File: src/rtl/cordic_gain_comp4x2.sv
// Scales the eight final rotator outputs by the CORDIC gain K using a fixed
// seven-term shift-add schedule, all lanes in parallel, with a valid/ready output.
module cordic_gain_comp4x2 #(
    parameter int WIDTH = 24,
    parameter int GUARD = 8
) (
    input  logic             clk,
    input  logic             rst_n,
    input  logic             in_valid,
    output logic             in_ready,
    input  logic [WIDTH-1:0] x_in0,
    input  logic [WIDTH-1:0] x_in1,
    input  logic [WIDTH-1:0] x_in2,
    input  logic [WIDTH-1:0] x_in3,
    input  logic [WIDTH-1:0] y_in0,
    input  logic [WIDTH-1:0] y_in1,
    input  logic [WIDTH-1:0] y_in2,
    input  logic [WIDTH-1:0] y_in3,
    output logic             out_valid,
    input  logic             out_ready,
    output logic [WIDTH-1:0] x_out0,
    output logic [WIDTH-1:0] x_out1,
    output logic [WIDTH-1:0] x_out2,
    output logic [WIDTH-1:0] x_out3,
    output logic [WIDTH-1:0] y_out0,
    output logic [WIDTH-1:0] y_out1,
    output logic [WIDTH-1:0] y_out2,
    output logic [WIDTH-1:0] y_out3
);

    localparam int ACCW  = WIDTH + GUARD;
    localparam int LANES = 8;

    typedef enum logic [1:0] {IDLE, SCALE, OUT} state_t;

    state_t                  r_state;
    logic [2:0]              r_k;
    logic                    r_inReady;
    logic                    r_outValid;
    logic signed [WIDTH-1:0] r_val    [LANES];
    logic signed [ACCW-1:0]  r_acc    [LANES];
    logic [WIDTH-1:0]        r_res    [LANES];

    logic [WIDTH-1:0]        w_in     [LANES];
    logic signed [ACCW-1:0]  w_accNext[LANES];
    logic [WIDTH-1:0]        w_round  [LANES];
    logic [4:0]              w_shift;
    logic                    w_neg;

    assign w_in[0] = x_in0;
    assign w_in[1] = x_in1;
    assign w_in[2] = x_in2;
    assign w_in[3] = x_in3;
    assign w_in[4] = y_in0;
    assign w_in[5] = y_in1;
    assign w_in[6] = y_in2;
    assign w_in[7] = y_in3;

    // Shift/sign schedule giving K = 0.6072540283 when all seven terms are summed
    always_comb begin
        w_shift = 5'd1;
        w_neg   = 1'b0;
        case (r_k)
            3'd0: begin w_shift = 5'd1;  w_neg = 1'b0; end
            3'd1: begin w_shift = 5'd3;  w_neg = 1'b0; end
            3'd2: begin w_shift = 5'd6;  w_neg = 1'b1; end
            3'd3: begin w_shift = 5'd9;  w_neg = 1'b1; end
            3'd4: begin w_shift = 5'd12; w_neg = 1'b1; end
            3'd5: begin w_shift = 5'd14; w_neg = 1'b0; end
            3'd6: begin w_shift = 5'd16; w_neg = 1'b0; end
            default: begin w_shift = 5'd1; w_neg = 1'b0; end
        endcase
    end

    for (genvar g = 0; g < LANES; g++) begin : g_lane
        logic signed [ACCW-1:0] w_ext;
        logic signed [ACCW-1:0] w_term;

        assign w_ext  = {r_val[g], {GUARD{1'b0}}};
        assign w_term = w_ext >>> w_shift;
        assign w_accNext[g] = w_neg ? (r_acc[g] - w_term) : (r_acc[g] + w_term);
        // Round half up on the final sum; |K| < 1 so this cannot wrap
        assign w_round[g] = w_accNext[g][ACCW-1:GUARD] + WIDTH'(w_accNext[g][GUARD-1]);
    end

    always_ff @(posedge clk) begin
        if (!rst_n) begin
            r_state    <= IDLE;
            r_k        <= 3'd0;
            r_inReady  <= 1'b1;
            r_outValid <= 1'b0;
            for (int i = 0; i < LANES; i++) begin
                r_val[i] <= '0;
                r_acc[i] <= '0;
                r_res[i] <= '0;
            end
        end else begin
            case (r_state)
                IDLE: begin
                    r_inReady <= 1'b1;
                    if (r_inReady && in_valid) begin
                        for (int i = 0; i < LANES; i++) begin
                            r_val[i] <= w_in[i];
                            r_acc[i] <= '0;
                        end
                        r_k       <= 3'd0;
                        r_inReady <= 1'b0;
                        r_state   <= SCALE;
                    end
                end
                SCALE: begin
                    for (int i = 0; i < LANES; i++) begin
                        r_acc[i] <= w_accNext[i];
                    end
                    r_k <= r_k + 3'd1;
                    if (r_k == 3'd6) begin
                        for (int i = 0; i < LANES; i++) begin
                            r_res[i] <= w_round[i];
                        end
                        r_outValid <= 1'b1;
                        r_state    <= OUT;
                    end
                end
                OUT: begin
                    if (out_ready) begin
                        r_outValid <= 1'b0;
                        r_inReady  <= 1'b1;
                        r_state    <= IDLE;
                    end
                end
                default: begin
                    r_state    <= IDLE;
                    r_inReady  <= 1'b1;
                    r_outValid <= 1'b0;
                end
            endcase
        end
    end

    assign in_ready  = r_inReady;
    assign out_valid = r_outValid;
    assign x_out0    = r_res[0];
    assign x_out1    = r_res[1];
    assign x_out2    = r_res[2];
    assign x_out3    = r_res[3];
    assign y_out0    = r_res[4];
    assign y_out1    = r_res[5];
    assign y_out2    = r_res[6];
    assign y_out3    = r_res[7];

endmodule
File: config.mk
export PLATFORM = sky130hd
export DESIGN_NAME = cordic_gain_comp4x2
export DESIGN_NICKNAME = d
export VERILOG_FILES = /design/src/rtl/cordic_gain_comp4x2.sv
export SDC_FILE = /design/constraint.sdc
export NUM_CORES = 2
export LEC_CHECK = 0
export ABC_CLOCK_PERIOD_IN_PS = 19650
export CAP_MARGIN = 40
export CORE_MARGIN = 2
export CORE_UTILIZATION = 35
export CTS_BUF_LIST = sky130_fd_sc_hd__clkbuf_8
export DETAILED_ROUTE_END_ITERATION = 8
export RECOVER_POWER = 50
export SLEW_MARGIN = 5
export SYNTH_ARGS = -nofsm -noshare
export SYNTH_HDL_FRONTEND = slang
export SYNTH_SLANG_ARGS = --single-unit
File: constraint.sdc
create_clock -name clk -period 19.65 [get_ports clk]
set_input_delay 5.895 -clock clk [delete_from_list [all_inputs] [get_ports clk]]
set_output_delay 5.895 -clock clk [all_outputs]
set_load 0.02 [all_outputs]
After elaboration in Yosys (flattened, before gate mapping)

Memories as Yosys holds them, arrays and structs flattened.
Cells that the tools add are included.

RAM bits: 640
Register bits after elaboration: 7
Memories: 3
Output and inout bits: 194

Reduce and logical (&&, ||, !) cells: 8
Shift-type cells: 8
Eq/ne operators: 11
Mux-type cells: 66
Bitwise operators: 34
Add/sub/neg operators: 25

Memory list:

| name  | words | width | read ports | clocked after Yosys merged registers in | wr ports | line | source |
|---|---|---|---|---|---|---|---|
| r_acc | 8     | 32    | 8          | 0                                       | 8        | 41   | `logic signed [ACCW-1:0] r_acc [LANES];` |
| r_res | 8     | 24    | 8          | 0                                       | 8        | 42   | `logic [WIDTH-1:0] r_res [LANES];` |
| r_val | 8     | 24    | 8          | 0                                       | 8        | 40   | `logic signed [WIDTH-1:0] r_val [LANES];` |

Operator list:

| kind                  | count |
|---|---|
| $mux W32              | 24 |
| $mux W24              | 16 |
| $add A32 B32 Y32      | 8 |
| $sshr A32 B5 Y32      | 8 |
| $sub A32 B32 Y32      | 8 |
| $add A24 B1 Y24       | 8 |
| $or A1 B1 Y1          | 32 |
| $pmux W5 S6           | 1 |
| $mux W1               | 17 |
| $eq A3 B3 Y1 const B  | 3 |
| $eq A3 B2 Y1 const B  | 2 |
| $mux W2               | 3 |
| $ne A2 B2 Y1 const B  | 3 |
| $pmux W1 S3           | 2 |
| $pmux W2 S3           | 1 |
| $pmux W3 S2           | 1 |
| $reduce_and A3 Y1     | 2 |
| $reduce_and A2 Y1     | 2 |
| $add A3 B1 Y3 const B | 1 |
| $eq A3 B1 Y1 const B  | 1 |
| $mux W3               | 1 |
| $reduce_or A3 Y1      | 1 |
| $eq A2 B1 Y1 const B  | 1 |
| $eq A2 B2 Y1 const B  | 1 |
| 4 further kinds       | 5 |

Longest topological paths before layout

Word-level depth: 7
Mapped depth: 35
Gate-level depth less buffers: 30

Worst setup path before layout

Ideal clock, no wire load.

Path kind: reg2reg
Start: reg r_k[1]
End: mem r_res[0][0], enable pin
Path buffers: 9
Setup time: 1010 ps
Cell stages (with the launch flop): 13
Arrival: 16120 ps
Period minus slack after synthesis: 17130 ps
Data required time: 18640 ps
Path slack: 2520 ps
Cell sequence: dfxtp_1 -> ha_1 -> clkbuf_1 -> nand2_1 -> buf_2 -> buf_1 -> buf_1 -> clkbuf_1 -> clkbuf_1 -> buf_1 -> clkbuf_1 -> buf_1 -> o21ai_0

RTL lines:

| element                  | line | source |
|---|---|---|
| start: declaration       | 37   | `logic [2:0] r_k;` |
| start signal: assignment | 115  | `r_k <= r_k + 3'd1;` |
| end: declaration         | 42   |  |

==> metrics.md <==
| Metric | Value |
|---|---|
| DR vias/cell | 5.90 |
| Cts hold-fix bufs | 0 |
| Die Area | around 0.17 mm^2 |
| Core ar. | approximately 0.17 mm^2 |
| Setup violators final | 0 |
| CP endpoint kind | register |
| Reg-to-reg startpoint | r_k[0]$_SDFFE_PN0P_ |
| Detailed-route wire length | 210 mm |
| Clock sinks | approximately 650 |
| Setup bufs post-CTS | 0 |
| Pwr dens | a little under 100 mW/mm^2 |
| Failing checks | capacitance limit, slew limit |
| LEAKAGE | 25.9 nW |
| Overflow after GRT | 0 |
| Row cnt | 150 |
| Max-Cap Viols | 13 |
| CTS tree | yes |
| Pre-antenna DRT Iters | 6 |
| Slew HR | -397% |
| Hold Startpoint | r_acc[0][4]$_SDFFE_PP0P_ |
| Register bit total from synthesis | roughly 650 |
| Total number of vias | between 50000 and 60000 |
| Layout cell share with drive strength beyond 1 | under 10% |
| IO Pins | 390 |
| Worst VDD drop | about 0.00006 V |
| Clock latency on the worst-skew pair | around 0.93 ns |
| Worst Hold Class | register to register |
| Setup WS post-layout | a little under 6 ns |
| F_max | between 70 and 80 MHz |
| Root buffer cell | clkbuf_8 |
| Critical path arrival | ~14 ns |
| Worst slack at placement | 9.80 ns |
| Post-layout min period | between 10 and 15 ns |
| Num CTS Buffers | 120 |
| WP data required | ~20 ns |
| GRT Overall Usage | between 20% and 30% |
| Reg2Reg Setup Slack | between 9 and 10 ns |
| Largest net degree at the start of global routing | around 150 |
| Worst-Margin Slew | ~7.5 ns |
| Ys async rst share | 0% |
| H-tree level count | 3 |
| Post-Syn Area | slightly below 0.06 mm^2 |
| Syn Area/Cell | ~9.3 um^2 |
| Post-Syn Instances | roughly 6300 |
| Status | complete, but fails checks |
| Placer Congestion | slightly below 1 |
| Hold Path End | r_acc[0][4]$_SDFFE_PP0P_ |
| Synthesis-to-finish area growth | 13.8% |
| Post-synth EDFFs | slightly above 600 |
| WL per Instance | about 24 um |
| Clk buf depth | 3 |
| Worst clock skew | around 0.087 ns |
| Seq/Total Area, Yosys | around 32% |
| Chip Width | a little over 400 um |
| Number of buffers added on ports | between 300 and 400 |
| 1st-iter DRT viols | 5731 |
| Drt drc | 0 |
| Yosys warning count | 0 |
| Fin. Hold Viols | 0 |
| Worst hold slack | roughly 0.46 ns |
| Hold Path Stages | 2 |
| Largest fanout on the critical path | 125 |
| Final HPWL DP | about 160 mm |
| Initial Utilization | 35.2% |
| Startpoint types | input pin |
| DRT antenna net count | 0 |
| Synth cell types | approximately 130 |
| Antenna violations before repair | 7 |
| First-pass GRT wire length | between 300 and 400 mm |
| Die Span Y | just over 400 um |
| Unrepaired setup endpoints after global routing | false |
| Post-layout nets | 7028 |
| R2r endpoint | r_res[0][23]$_SDFFCE_PN0P_ |
| Syn Nets | 6789 |
| Number of global-route vias before repair | between 40000 and 50000 |
| Top_reg_cell synth | edfxtp_1 |
| Post_cts resized | 0 |
| Period utilization | between 70% and 80% |
| Fin Setup TNS | 0 ns |
| Clock transition at the registers of the reported paths | 0.06 ns |
| Crit Path Class | input pin to register |
| Max-slew violations | 669 |
| Reg2reg path depth | 26 |
-- cell usage in the layout, fill, tap and decap left out, drive strengths merged, types with 211 or more instances in the layout --
master | Yosys | routed
edfxtp | 608 | 608
xnor2 | 324 | 324
nand2 | 454 | 454
clkdlybuf4s50 | 0 | 327
and2 | 323 | 323
a21oi | 462 | 462
nor2 | 685 | 685
ha | 277 | 277
mux2i | 211 | 211
xor2 | 252 | 252
o21ai | 347 | 347
-- cells by family after synthesis --
group                    count (synthesis)  share of synthesized area, %
AND/OR/NAND/NOR                       2237                          19.2
AO/OA/AOI/OAI                         1667                          18.7
flip-flops                             647                          32.4
XOR/XNOR                               581                          8.80
buffers and inverters                  480                          3.84
multiplexers                           411                          10.9
adder cells (fa/ha/maj)                285                          6.18
-- state kept, by name, indices dropped and copies added (netlist names) --
name	cells
in_ready	1
out_valid	1
r_val	192
r_k	3
r_res	192
r_state	2
r_acc	256
-- worst max-delay path: stages --
cell	delay (ns)
buf_2	0.09
clkbuf_1	1.20
o21ai_4	0.33
clkbuf_1	5.19
buf_4	1.30
-- per-layer routing --
metal / wire length, um / part of all wire (%) / track usage, %
met1: 93900 / 45 / 33.6
met4: 9010 / 4.3 / 9.97
met5: 0 / 0 / 0
met3: 16800 / 8.0 / 4.31
met2: 90200 / 43 / 35.8
-- worst max-delay path by stage --
| stage | endpoint | cells after the start | startpoint | slack, ns |
|---|---|---|---|---|
| floorplan | r_res[0][0]$_SDFFCE_PN0P_ | 12 | r_k[1]$_SDFFE_PN0P_ | 2.52 |
| global placement | r_res[0][23]$_SDFFCE_PN0P_ | 23 | r_k[0]$_SDFFE_PN0P_ | 9.75 |
| detailed placement | r_res[0][23]$_SDFFCE_PN0P_ | 23 | r_k[0]$_SDFFE_PN0P_ | 9.80 |
| CTS | r_res[0][23]$_SDFFCE_PN0P_ | 24 | r_k[2]$_SDFFE_PN0P_ | 9.79 |
| global route | r_res[0][26]$_SDFFCE_PN0P_ | 5 | rst_n | 4.85 |
| finish | r_res[0][26]$_SDFFCE_PN0P_ | 5 | rst_n | 5.89 |
-- Yosys cell counts, types with 82 or more instances --
library cell,n,area (um^2)
nor2_1,681,2560
edfxtp_1,608,18300
a21oi_1,456,2280
nand2_1,452,1700
o21ai_0,332,1660
xnor2_1,323,2830
and2_1,321,2010
ha_1,277,3470
xor2_1,252,2210
clkbuf_1,230,863
mux2i_1,200,2000
nand3_1,157,786
mux4_2,150,3380
nor3_1,142,711
inv_1,120,450
a21o_1,113,848
a31oi_1,93,582
a211oi_1,84,631
and3_1,82,513
-- area by class of cell --
type                    instances  area, um^2
fillers                     16374      100000
multi-input cells            5181       37500
flip-flops and latches        647       19000
repair buffers                477        4640
well taps                    2204        2760
clock buffers                 130        1790
clock inverters                91         581
inverters                     120         450
diodes                          2        5.00
-- metrics by stage --
step,instances,utilization [%],cell area (um^2),total power (W)
finish,8852,40.0,66800,0.00655
global route,8852,40.0,66800,0.00698
CTS,8849,40.1,66900,0.00657
detailed placement,8628,38.7,64600,0.00520
global placement,8613,38.5,64300,0.00516
floorplan,6308,-,58700,0.00424
-- power breakdown --
part           total (W)  switching (W)  internal (W)
Clock            0.00134       0.000649      0.000689
Sequential       0.00182       0.000121       0.00170
Combinational    0.00339        0.00210       0.00129
Total            0.00655        0.00286       0.00368
Note: power is estimated with default switching activity, not from simulation.
